$ cat src/rtl/spi_pkg.sv
// rtl/spi_pkg.sv - shared constants and state type for the SPI up-counter slave
//
// Purpose : frame geometry and FSM state encoding used by spi_upcounter_slave.
// Ports   : none (package).
package spi_pkg;

  localparam int COUNTER_W  = 14;  // reassembled counter width
  localparam int FRAME_BITS = 16;  // bits per SS assertion (two bytes)
  localparam int PAD_W      = 2;   // leading pad bits in byte0, discarded
  localparam int CNT_W      = 5;   // bit counter width, holds 0..FRAME_BITS

  typedef enum logic [1:0] {
    IDLE,
    SHIFT,
    WAIT_CS
  } spi_slave_state_e;

endpackage

$ cat src/rtl/spi_sync_edge.sv
// rtl/spi_sync_edge.sv - multi-flop synchronizer with rise/fall pulse outputs
//
// Purpose : bring one asynchronous pin into the clk domain and flag its edges.
// Ports   : clk, reset (async, active-high), din (async pin),
//           level (synchronized value), rise / fall (1-cycle edge pulses).
module spi_sync_edge #(
  parameter int SYNC_STAGES = 2
) (
  input  logic clk,
  input  logic reset,
  input  logic din,
  output logic level,
  output logic rise,
  output logic fall
);

  logic [SYNC_STAGES-1:0] sync;
  logic                   prev;

  always_ff @(posedge clk or posedge reset) begin
    if (reset) begin
      sync <= '0;
      prev <= 1'b0;
    end else begin
      sync[0] <= din;
      for (int i = 1; i < SYNC_STAGES; i++) begin
        sync[i] <= sync[i-1];
      end
      prev <= sync[SYNC_STAGES-1];
    end
  end

  // Edges compare the synchronizer output with its one-cycle-old copy, so a
  // pin edge is acted upon SYNC_STAGES+1 clocks after it happens.
  assign level = sync[SYNC_STAGES-1];
  assign rise  = sync[SYNC_STAGES-1] & ~prev;
  assign fall  = ~sync[SYNC_STAGES-1] & prev;

endmodule

$ cat src/rtl/spi_upcounter_slave.sv
// rtl/spi_upcounter_slave.sv - SPI mode-0 slave receiving the 14-bit up-counter value
//
// Purpose : oversample SCLK/MOSI/SS_N, reassemble one 16-bit frame per SS
//           assertion and publish the low 14 bits only on complete frames.
// Ports   : clk, reset (async, active-high), sclk, mosi, ss_n (SPI pins),
//           miso (echo of previous value, or 0), o_counter (held value),
//           o_valid (update pulse), o_frame_err (abort pulse), o_busy.
// Config  : SPI_MISO_ECHO_EN builds a tx register that shifts the previously
//           received value back to the master; undefined drives miso to 0.
module spi_upcounter_slave
  import spi_pkg::*;
#(
  parameter int COUNTER_W   = spi_pkg::COUNTER_W,
  parameter int FRAME_BITS  = spi_pkg::FRAME_BITS,
  parameter int SYNC_STAGES = 2
) (
  input  logic                 clk,
  input  logic                 reset,
  input  logic                 sclk,
  input  logic                 mosi,
  input  logic                 ss_n,
  output logic                 miso,
  output logic [COUNTER_W-1:0] o_counter,
  output logic                 o_valid,
  output logic                 o_frame_err,
  output logic                 o_busy
);

  localparam logic [CNT_W-1:0] LAST_BIT = CNT_W'(FRAME_BITS - 1);
  localparam logic [CNT_W-1:0] FULL_CNT = CNT_W'(FRAME_BITS);

  logic sclk_level, sclk_rise, sclk_fall;
  logic mosi_level, mosi_rise, mosi_fall;
  logic ss_level,   ss_rise,   ss_fall;

  spi_sync_edge #(.SYNC_STAGES(SYNC_STAGES)) u_sync_sclk (
    .clk(clk), .reset(reset), .din(sclk),
    .level(sclk_level), .rise(sclk_rise), .fall(sclk_fall)
  );

  spi_sync_edge #(.SYNC_STAGES(SYNC_STAGES)) u_sync_mosi (
    .clk(clk), .reset(reset), .din(mosi),
    .level(mosi_level), .rise(mosi_rise), .fall(mosi_fall)
  );

  spi_sync_edge #(.SYNC_STAGES(SYNC_STAGES)) u_sync_ss (
    .clk(clk), .reset(reset), .din(ss_n),
    .level(ss_level), .rise(ss_rise), .fall(ss_fall)
  );

  spi_slave_state_e        state;
  logic [CNT_W-1:0]        bit_cnt;
  logic [FRAME_BITS-1:0]   shreg;
  logic [FRAME_BITS-1:0]   shreg_next;

  // mosi passes through the same synchronizer depth as sclk, so its level is
  // aligned with the detected sclk rise.
  assign shreg_next = {shreg[FRAME_BITS-2:0], mosi_level};

  always_ff @(posedge clk or posedge reset) begin
    if (reset) begin
      state       <= IDLE;
      bit_cnt     <= '0;
      shreg       <= '0;
      o_counter   <= '0;
      o_valid     <= 1'b0;
      o_frame_err <= 1'b0;
    end else begin
      o_valid     <= 1'b0;
      o_frame_err <= 1'b0;
      case (state)
        IDLE: begin
          if (ss_fall) begin
            bit_cnt <= '0;
            shreg   <= '0;
            state   <= SHIFT;
          end
        end

        SHIFT: begin
          if (sclk_rise) begin
            shreg <= shreg_next;
            if (bit_cnt != FULL_CNT) begin
              bit_cnt <= bit_cnt + 1'b1;
            end
          end
          // A 16th rise landing in the same cycle as the ss_n rise still
          // completes the frame, so it is tested before the abort case.
          if (sclk_rise && bit_cnt == LAST_BIT) begin
            o_counter <= shreg_next[COUNTER_W-1:0];
            o_valid   <= 1'b1;
            state     <= ss_rise ? IDLE : WAIT_CS;
          end else if (ss_rise) begin
            o_frame_err <= 1'b1;
            state       <= IDLE;
          end
        end

        WAIT_CS: begin
          if (ss_rise) begin
            state <= IDLE;
          end
        end

        default: state <= IDLE;
      endcase
    end
  end

  assign o_busy = (state != IDLE);

`ifdef SPI_MISO_ECHO_EN
  logic [FRAME_BITS-1:0] tx;

  // Loaded at frame start with the value currently held, so the master reads
  // back what it sent in the previous frame.
  always_ff @(posedge clk or posedge reset) begin
    if (reset) begin
      tx <= '0;
    end else if (state == IDLE && ss_fall) begin
      tx <= {{(FRAME_BITS-COUNTER_W){1'b0}}, o_counter};
    end else if (state != IDLE && sclk_fall) begin
      tx <= {tx[FRAME_BITS-2:0], 1'b0};
    end
  end

  assign miso = tx[FRAME_BITS-1];

  logic unused_edges;
  assign unused_edges = mosi_rise ^ mosi_fall ^ sclk_level ^ ss_level;
`else
  assign miso = 1'b0;

  logic unused_edges;
  assign unused_edges = mosi_rise ^ mosi_fall ^ sclk_level ^ ss_level ^ sclk_fall;
`endif

endmodule

$ cat config.mk
export PLATFORM = sky130hd
export DESIGN_NAME = spi_upcounter_slave
export DESIGN_NICKNAME = d
export VERILOG_FILES = /design/src/rtl/spi_pkg.sv /design/src/rtl/spi_sync_edge.sv /design/src/rtl/spi_upcounter_slave.sv
export SDC_FILE = /design/constraint.sdc
export NUM_CORES = 1
export LEC_CHECK = 0
export ABC_AREA = 1
export BUFFER_PORTS_ARGS = -buffer_cell sky130_fd_sc_hd__buf_4
export CORE_MARGIN = 2
export CORE_UTILIZATION = 50
export CTS_CLUSTER_DIAMETER = 50
export DETAILED_ROUTE_END_ITERATION = 12
export GPL_TIMING_DRIVEN = 1
export PLACE_DENSITY = 0.82
export SLEW_MARGIN = 20
export SYNTH_ARGS = -nofsm -noshare
export SYNTH_HDL_FRONTEND = slang
export SYNTH_SLANG_ARGS = --single-unit
$ cat constraint.sdc
create_clock -name clk -period 2.1 [get_ports clk]
set_input_delay 0.105 -clock clk [delete_from_list [all_inputs] [get_ports clk]]
set_output_delay 0.105 -clock clk [all_outputs]
set_load 0.02 [all_outputs]
Word-level counts from Yosys, hierarchy flattened
Cells that the tools add are included. W data, S select, Z words.

Flip-flop bits (word level): 44. Latch bits: 0. RAM bits: 0. Memory bits (read-only): 0. Input bits: 5. Output and inout port bits: 18. Logic and storage cells: 49. Memories: 0.

$add $sub $neg: 1. $mul: 0. Divide/modulo/power cells: 0. $lt $le $gt $ge: 0. Eq/ne operators: 7. Shift-type cells: 0. Mux-type cells: 17. Bitwise gates (word level): 6. Reduce and logical (&&, ||, !) cells: 7.

Operators by type and width (count): $mux W13 (2); $pmux W13 S2 (1); $mux W5 (3); $pmux W5 S2 (1); $mux W2 (4); $ne A2 B2 Y1 const B (3); $pmux W2 S3 (1); $add A5 B1 Y5 const B (1); $eq A5 B4 Y1 const B (1); $mux W1 (5); $ne A5 B5 Y1 const B (1); $reduce_and A4 Y1 (1); $reduce_bool A2 Y1 (2); $and A1 B1 Y1 (3); $not A1 Y1 (3); $reduce_and A3 Y1 (1); $eq A2 B1 Y1 const B (1); $eq A2 B2 Y1 const B (1); $logic_not A2 Y1 (1); $reduce_and A2 Y1 (1); $logic_and A1 B1 Y1 (1).

Logic depth before layout (Yosys ltp)
Gate-level depths: netlist (run 1).

Depth in word-level cells: 5. Gate-level depth with buffers: 10. Mapped depth without buffers: 9.

Modules after synthesis
A second synthesis (run 1) with hierarchy kept.

Cell total of the unflattened synthesis: 191. Area, all modules: 1861.8 µm².

By module, submodules not included: spi_upcounter_slave (times used 1, cells an instance 167, area an instance 1580.3 µm², sequential area each 900.9 µm²); spi_sync_edge (times used 3, cells an instance 8, area an instance 93.8 µm², sequential area each 75.1 µm²).

Worst setup path after synthesis (run 1)
Ideal clock, no wire load.

Path kind: reg2reg. Start: register bit_cnt[0]. End: register o_counter[1]. Library setup time: 118 ps. Data arrival time: 1375 ps. Data required time: 1982 ps. Slack: 607 ps. Cell stages (with the launch flop): 11. Path buffers: 1. Clock period less this slack: 1493 ps. Cells stage by stage: dfrtp_1 > ha_1 > nand2_1 > nor2_1 > ha_1 > nand2_2 > nor2_4 > inv_4 > buf_6 > nand2_1 > o21ai_2.

Cells in the longest elaborated chain, start to end: 3.

RTL lines: start: declaration (RTL line spi_upcounter_slave.sv:52) `logic [CNT_W-1:0] bit_cnt;`; start signal: assignment (RTL line spi_upcounter_slave.sv:84) `bit_cnt <= bit_cnt + 1'b1;`; $eq A5 B4 Y1 (RTL line spi_upcounter_slave.sv:89) `if (sclk_rise && bit_cnt == LAST_BIT) begin`; $logic_and A1 B1 Y1 (RTL line spi_upcounter_slave.sv:89); $reduce_and A2 Y1 (no source line); end signal: assignment (RTL line spi_upcounter_slave.sv:90) `o_counter <= shreg_next[COUNTER_W-1:0];`; end: declaration (RTL line spi_upcounter_slave.sv:23) `output logic [COUNTER_W-1:0] o_counter,`.

No other way between the ends. A chain may end at the register's enable or synchronous reset.

Worst setup path after layout (run 1)
Start: register bit_cnt[0]. End: register o_counter[4].

Same word-level chain as after synthesis.

==> results of run 1 <==
path summary, 6_finish.rpt:
path / depth (start not counted) / to / start
worst max-delay path: 9 / o_counter[4] / bit_cnt[0]
worst min-delay path: 0 / u_sync_sclk.sync[1] / u_sync_sclk.sync[0]
worst max register to register: 9 / o_counter[4] / bit_cnt[0]
worst min register to register: 0 / u_sync_sclk.sync[1] / u_sync_sclk.sync[0]
max in group asynchronous: 4 / u_sync_mosi.sync[1] / reset
min in group asynchronous: 4 / o_counter[0] / reset
routing by layer:
metal	wire [µm]	track usage
met1	1470	0.238
met2	1330	0.237
met3	153	0.0545
met4	41	0.0469
met5	0	0
synth_stat cells:
library cell,count,area (µm²)
o21ai_0,3,15.0
nor2_4,1,11.3
a21oi_4,1,16.3
nand3_1,15,75.1
nor2_1,8,30.0
nand2_1,37,139
or2_2,1,6.26
buf_4,1,7.51
buf_6,4,45.0
buf_2,1,5.00
buf_12,1,20.0
inv_4,1,6.26
inv_2,2,7.51
dfrtp_1,44,1100
ha_1,3,37.5
nand4_1,1,6.26
nand2_4,2,22.5
conb_1,1,3.75
inv_1,22,82.6
nand2_8,1,20.0
nand2_2,3,18.8
a21oi_1,4,20.0
o21ai_1,2,10.0
nor2_2,2,12.5
o21ai_2,22,193
flip-flops by register name, indices dropped and copies added, names as in the netlist:
signal / flops
u_sync_ss.sync: 2
o_counter: 14
u_sync_ss.prev: 1
u_sync_mosi.sync: 2
bit_cnt: 5
o_valid: 1
shreg: 13
u_sync_sclk.sync: 2
state: 2
o_frame_err: 1
u_sync_sclk.prev: 1
stage by stage:
stage / hold slack [ns] / instance area (µm²) / cells / setup WS, ns
finish: 0.352 / 2200 / 259 / 0.429
global route: 0.361 / 2200 / 259 / 0.242
CTS: 0.358 / 2200 / 259 / 0.428
detailed placement: 0.216 / 2070 / 247 / 0.450
global placement: 0.214 / 2070 / 247 / 0.507
floorplan: 0.136 / 1910 / 183 / 0.607
cell usage in the layout, fill, tap and decap left out, drive strengths merged:
master and count:
inv 25, nor2 11, o21ai 27, clkinvlp 1
nand2 43, nand3 15, buf 23, nand4 1
dfrtp 44, a21oi 5, or2 1, clkbuf 7
conb 1, dlygate4sd3 4, ha 3
logic make-up (layout without fill, tap and decap cells):
| logic type | count (synthesis) | after routing | share of synthesized area |
|---|---|---|---|
| and+or+nand+nor | 71 | 71 | 0.179 |
| DFF | 44 | 44 | 0.576 |
| AOI/OAI and AO/OA | 32 | 32 | 0.133 |
| buffers and inverters | 32 | 60 | 0.0910 |
| adders and majority gates | 3 | 3 | 0.0196 |
| other | 1 | 1 | 0.00196 |
worst reg2reg max path, stage by stage, from the launching register on:
cell	delay, ns
dfrtp_1	0.43
ha_1	0.23
nand2_1	0.09
nor2_1	0.05
ha_1	0.19
nand2_2	0.12
nor2_4	0.06
inv_4	0.26
nand2_1	0.12
o21ai_2	0.07
where the power goes:
group          internal, mW  leakage [nW]  switching [mW]
Sequential            0.903         0.587          0.0468
Clock                 0.267        0.0445           0.277
Combinational        0.0871         0.426           0.170
Total                  1.26          1.06           0.495
area by class of cell:
cell class,count,area (µm²)
fill,301,1460
sequential,44,1100
multi-input combinational,107,637
timing repair buffer,27,213
inverter,25,96.3
clock buffer,7,86.3
tap,48,60.1
clock inverter,1,7.51
==> metrics.cfg, run 1 <==
[run_status]
status = completed

[critical_path]
worst_setup_path_start_kind = register
cpPeakStageDelay_ns = 0.43
regToRegSetupSlack_ns = 0.43
path_buf_inv = 1
cp_cell_sequence = ha_1 -> nand2_1 -> nor2_1 -> ha_1 -> nand2_2 -> nor2_4 -> inv_4 -> nand2_1 -> o21ai_2
crit_fanout = 26
critPathTopFamily = flip-flops
crit_required_ns = 2.33
worstSetupPathType = register to register
critPathSlowestCell = dfrtp_1
crit_arrival_ns = 1.90
cp-end-kind = register

[floorplan]
rows = 22
io_pins = 23
die_x_um = 65.8
die-area_um2 = 4330
coreArea_um2 = 3660
dieHeight_um = 65.8
start_util = 0.522

[timing]
hold_viol = 0
setup-violations-final = 0
fin_tns_setup_ns = 0
timing.final.crit_period_ns = 1.67
slew_viol_final = 0
slew-limit-headroom = 0.651
skew_ns = 0.00685
fin_crit_sh = 0.796
timing.fmax_mhz = 598
worst_slew_pin_slew_ns = 0.523
rsz0062_at_grt = no

[synthesis]
syn-cell-area_um2 = 1910
syn_area_per_cell_um2 = 10.4
syn_inst = 183
synth-seq-area-share = 0.576
yosys_register_bits = 44
yosys_warnings = 0
syn_nets = 191
synth_cell_types = 25

[power]
power_density_nw_per_um2 = 796
total_power_mw = 1.75
ir_drop_v = 0.000520
p_leak_nw = 1.06

[cells_and_area]
diodes = 0
area_growth_pct = 15.1
final_core_util = 0.601
nNetsFinal = 218
drive_gt1_frac = 0.313

[worst_hold_path]
hold_path_class = register to register

[drt]
num_vias = 1221
wl_per_cell_um = 11.6
routed_via_density = 4.71
drt_iter0_drc = 43
drc = 0
ant_nets = 0
wl_mm = 2.99
dr.pass1.iters = 4

[clocking]
cts_tree = yes
cts-htree-levels = 2
clockBufferDepth = 2
clockRootBuffer = clkbuf_8
post_cts_resized = 0
insertion_delay_ns = 0.30
clkTransAtPathRegs_ns = 0.08
hold_buffers = 4
clock_sinks = 44
cts_buffers = 5
post-cts-setup-buffer-count = 0

[grt]
grt.total_usage = 0.164
antenna_found_initial = 0
grt_pass1_wl_mm = 5.31
grt_max_degree = 45
grt_pass1_vias = 1146
overflow = 0

[placed_design]
gp_congestion = 0.762
dp_hpwl_mm = 2.04
portBuffers = 21

[job]
maxCapViolations = 0

(Power assumes the default switching activity.)
==> run 2, diff against run 1 <==
Clock period 2.1 ns to 1.6 ns, I/O delays scaled along.
==> run 2 against run 1 <==
Effect of this change:
- setup slack got worse by 0.36 ns
- total power rose by 45%
- routed wire length rose by 17%
==> metrics.cfg, run 2 (synthesis results as in run 1) <==
[run_status]
status = completed

[grt]
grt_pass1_vias = 1137
antenna_found_initial = 0
overflow = 0
grt.total_usage = 0.167
grt_pass1_wl_mm = 5.40
grt_max_degree = 45

[drt]
ant_nets = 0
wl_per_cell_um = 13.0
num_vias = 1312
wl_mm = 3.49
dr.pass1.iters = 4
drt_iter0_drc = 70
routed_via_density = 4.90
drc = 0

[worst_hold_path]
min_from = u_sync_sclk.sync[0]
whs_endpoint = u_sync_sclk.sync[1]
hold_path_class = register to register
whs_path_depth = 0

[cells_and_area]
area_growth_pct = 21.7
reg_top3 = o_counter (14), shreg (13), bit_cnt (5)
final_cell_mix = 44 x dfrtp_1, 36 x nand2_1, 28 x buf_4, 22 x inv_1, 22 x o21ai_2
diodes = 0
largest_register_ffs = 14
drive_gt1_frac = 0.364
layout_commonest_cell = dfrtp_1
largest-register = o_counter
finalNonFillerCells = 268
nNetsFinal = 227
fillers = 282

[placed_design]
place_ws_ns = 0.0434
dp.cells = 251
gp_congestion = 0.758
dp_hpwl_mm = 2.13
portBuffers = 21

[timing]
skew_ns = 0.00479
timing.fmax_mhz = 654
timing.final.crit_period_ns = 1.53
hold_viol = 0
slew-limit-headroom = 0.644
fin_ws_ns = 0.0705
worst_slew_pin_slew_ns = 0.535
fin_crit_sh = 0.956
slew_viol_final = 0
whs_ns = 0.352
setup-violations-final = 0
fin_tns_setup_ns = 0

[power]
ir_drop_v = 0.000798
pwr-share-comb = 0.161
total_power_mw = 2.54
seq_power_share = 0.485
power_density_nw_per_um2 = 1090
power.share.clock = 0.354
switching_power_mw = 0.695
p_leak_nw = 1.12
internal-power_mw = 1.84
switching_share = 0.274

[critical_path]
cp-end-kind = register
r2r-end = o_counter[13]
worst_setup_path_start_kind = register
reg2reg_depth = 10
crit_required_ns = 1.80
crit_fanout = 13
r2r_start = bit_cnt[1]
regToRegSetupSlack_ns = 0.07
worstSetupPathType = register to register
crit_arrival_ns = 1.73

[floorplan]
rows = 22
io_pins = 23
die_x_um = 65.8
dieHeight_um = 65.8
die-area_um2 = 4330
coreArea_um2 = 3660
start_util = 0.522

[clocking]
cts_buffers = 5
clkTransAtPathRegs_ns = 0.08
cts-htree-levels = 2
cts_tree = yes
clockBufferDepth = 2
clock_sinks = 44
insertion_delay_ns = 0.30
clockRootBuffer = clkbuf_8

[job]
maxCapViolations = 0

-- run 2: metal layers --
metal	up-vias	track usage	part of all wire
met5	-	0	0
met4	0	0.0469	0.0086
met3	5	0.0460	0.036
met2	25	0.254	0.48
met1	635	0.237	0.48
li1	647	-	-
-- run 2: final cells by class --
type                            count  area [µm²]  area share
Inverter                           25         106      0.0457
Tap cell                           48        60.1      0.0258
Clock inverter                      2        38.8      0.0167
Multi-Input combinational cell    107         647       0.278
Timing Repair inverter              2        17.5     0.00753
Clock buffer                        6        82.6      0.0355
Timing Repair Buffer               34         273       0.117
Sequential cell                    44        1100       0.473
-- run 2: critical path: stages (launching register included) --
cell	delay (ns)
dfrtp_1	0.36
ha_2	0.19
nand2_2	0.06
nor2_2	0.08
ha_2	0.17
nand2_2	0.07
nor2_4	0.15
buf_6	0.14
inv_6	0.08
nand2_1	0.07
nand2_1	0.05
-- run 2: worst max-delay path by stage --
stage	depth (start not counted)	start	to	slack, ns
3_5_place_dp	9	bit_cnt[0]	o_counter[11]	0.04
3_3_place_gp	9	bit_cnt[0]	o_counter[7]	0.09
4_1_cts	9	bit_cnt[0]	o_counter[11]	0.02
2_1_floorplan	10	bit_cnt[0]	o_counter[1]	0.11
6_report	10	bit_cnt[1]	o_counter[13]	0.07
5_1_grt	10	bit_cnt[1]	o_counter[4]	-0.009
-- run 2: power groups by stage --
stage	combinational (mW)	clock, mW	sequential (mW)
after global routing	0.463	0.957	1.24
final	0.408	0.899	1.23
after global placement	0.381	0	1.25
after CTS	0.407	0.916	1.23
after floorplan	0.290	0	1.25
after detailed placement	0.392	0	1.25
-- run 2: stage by stage --
stage / area [µm²] / util
2_1_floorplan: 1910 / -
3_3_place_gp: 2100 / 0.573
3_5_place_dp: 2100 / 0.573
4_1_cts: 2260 / 0.617
5_1_grt: 2330 / 0.635
6_report: 2330 / 0.635
-- run 2: what timing repair did --
item / CTS / global route
setup buffers: 0 / 3
setup endpoints to repair: 0 / 15
hold endpoints to repair: 47 / 0
resized for setup: 0 / 9
hold buffers: 4 / 0
==> run 3, diff against run 2 <==
Settings changed: CTS_CLUSTER_DIAMETER 50 to 40, GPL_TIMING_DRIVEN 1 to default, SETUP_SLACK_MARGIN from default to 0.5.
==> run 3 against run 2 <==
Effect of this change:
- the flow now finishes with violations (setup timing)
- largest cell class unchanged
- flip-flop and latch count unchanged
- setup slack lost 0.073 ns
- register-to-register slack worse by 0.07 ns
- clock-buffer cell count down 1
- routed wire length is 42% higher
- critical path type unchanged
- fmax is 4.6% lower
- non-clock buffer count grew 12
- final area grew 16%
- total power increased by 5.4%
- via count increased by 17%
- first-iteration DRC count is 110% higher
==> metrics.cfg, run 3 (synthesis results as in run 1) <==
[cells_and_area]
largest-register = o_counter
nNetsFinal = 243
drive_gt1_frac = 0.540
largest_register_ffs = 14
fillers = 216
area_growth_pct = 41.6
final_cell_mix = 44 x dfrtp_1, 31 x buf_4, 29 x nand2_1, 25 x o21ai_2, 17 x inv_1
reg_top3 = o_counter (14), shreg (13), bit_cnt (5)
layout_commonest_cell = dfrtp_1
final_core_util = 0.739
diodes = 0

[run_status]
violations = setup timing
status = finished with violations

[grt]
grt.total_usage = 0.248
overflow = 0
grt_pass1_vias = 1591
grt_pass1_wl_mm = 7.82
antenna_found_initial = 0
grt_max_degree = 25

[timing]
fin_crit_sh = 1.00
slew_viol_final = 0
whs_ns = 0.352
skew_ns = 0.0115
timing.fmax_mhz = 624
fin_tns_setup_ns = -0.00264
setup-violations-final = 1
timing.final.crit_period_ns = 1.60
rsz0062_at_grt = yes
fin_ws_ns = -0.00264
hold_viol = 0

[drt]
wl_per_cell_um = 17.5
num_vias = 1540
drt_iter0_drc = 146
ant_nets = 0
drc = 0
dr.pass1.iters = 4
routed_via_density = 5.44
wl_mm = 4.95

[power]
total_power_mw = 2.67
ir_drop_v = 0.000612
p_leak_nw = 1.23
power_density_nw_per_um2 = 988

[critical_path]
crit_required_ns = 1.78
cpPeakStageDelay_ns = 0.38
r2r_start = bit_cnt[1]
crit_fanout = 13
reg2reg_depth = 10
regToRegSetupSlack_ns = -0.003
critPathTopFamily = simple AND/OR/NAND/NOR gates
r2r-end = o_counter[12]
worst_setup_path_start_kind = register
critPathSlowestCell = dfrtp_1
path_buf_inv = 2
cp_cell_sequence = ha_2 -> nand2_2 -> nor2_2 -> ha_2 -> nand2_2 -> nor2_4 -> buf_12 -> inv_12 -> nand2_1 -> o21ai_1
cp-end-kind = register
worstSetupPathType = register to register
crit_arrival_ns = 1.78

[clocking]
insertion_delay_ns = 0.30
clock_sinks = 44
cts_tree = yes
cts_buffers = 5
clockRootBuffer = clkbuf_8
cts-htree-levels = 2
clkTransAtPathRegs_ns = 0.08
clockBufferDepth = 2

[floorplan]
io_pins = 23
coreArea_um2 = 3660
rows = 22
dieHeight_um = 65.8
die-area_um2 = 4330
die_x_um = 65.8
start_util = 0.522

[worst_hold_path]
whs_endpoint = u_sync_mosi.sync[1]
min_from = u_sync_mosi.sync[0]
whs_path_depth = 0
hold_path_class = register to register

[job]
maxCapViolations = 0

[placed_design]
dp_hpwl_mm = 2.10
portBuffers = 21
place_ws_ns = 0.0221
gp_congestion = 0.841

[run 3: worst reg2reg max path, stage by stage, from the launching register on]
cell and delay, ns:
dfrtp_1 0.38, ha_2 0.22, nand2_2 0.08, nor2_2 0.09, ha_2 0.18, nand2_2 0.07
nor2_4 0.12, buf_12 0.15, inv_12 0.05, nand2_1 0.07, o21ai_1 0.09
[run 3: repair_timing]
| action | 4_1_cts | 5_1_grt |
|---|---|---|
| setup endpoints to repair | 37 | 37 |
| buffers inserted | 13 | 3 |
| gates resized for setup | 36 | 18 |
| hold buffers | 4 | 0 |
| pin swaps | 13 | 5 |
| cloned | 7 | 0 |
| endpoints found under the hold margin | 23 | 0 |
[run 3: how the worst max path moves through the flow]
stage                          start       endpoint  slack [ns]  cells past startpoint
final                     bit_cnt[1]  o_counter[12]      -0.003                     10
after global routing      bit_cnt[1]  o_counter[12]        -0.1                     10
after CTS                 bit_cnt[0]  o_counter[13]        0.11                     10
after detailed placement  bit_cnt[0]   o_counter[5]        0.02                      9
after global placement    bit_cnt[0]   o_counter[4]        0.06                      9
after floorplan           bit_cnt[0]   o_counter[1]        0.11                     10
[run 3: layout make-up]
class                           instances  area (µm²)  area share
Clock buffer                            5        68.8      0.0254
Clock inverter                          2        12.5     0.00462
Inverter                               25         115      0.0425
Multi-Input combinational cell        111         868       0.321
Sequential cell                        44        1100       0.407
Tap cell                               48        60.1      0.0222
Timing Repair Buffer                   46         465       0.172
Timing Repair inverter                  2        15.0     0.00555
[run 3: metrics by stage]
stage / area, µm² / std cells
after floorplan: 1960 / 183
after global placement: 2140 / 249
after detailed placement: 2140 / 249
after CTS: 2620 / 280
after global routing: 2710 / 283
final: 2710 / 283
[run 3: layer usage]
metal,track usage,share of wire,up-vias
li1,-,-,696
met1,0.295,0.41,767
met2,0.419,0.51,60
met3,0.0494,0.046,17
met4,0.138,0.034,0
met5,0,0,-
[run 3: power breakdown]
part | total [mW] | internal [mW] | switching (mW) | leakage (nW)
logic | 0.742 | 0.330 | 0.412 | 0.603
clock network | 0.674 | 0.296 | 0.378 | 0.0400
registers | 1.26 | 1.19 | 0.0720 | 0.587
total | 2.67 | 1.81 | 0.862 | 1.23
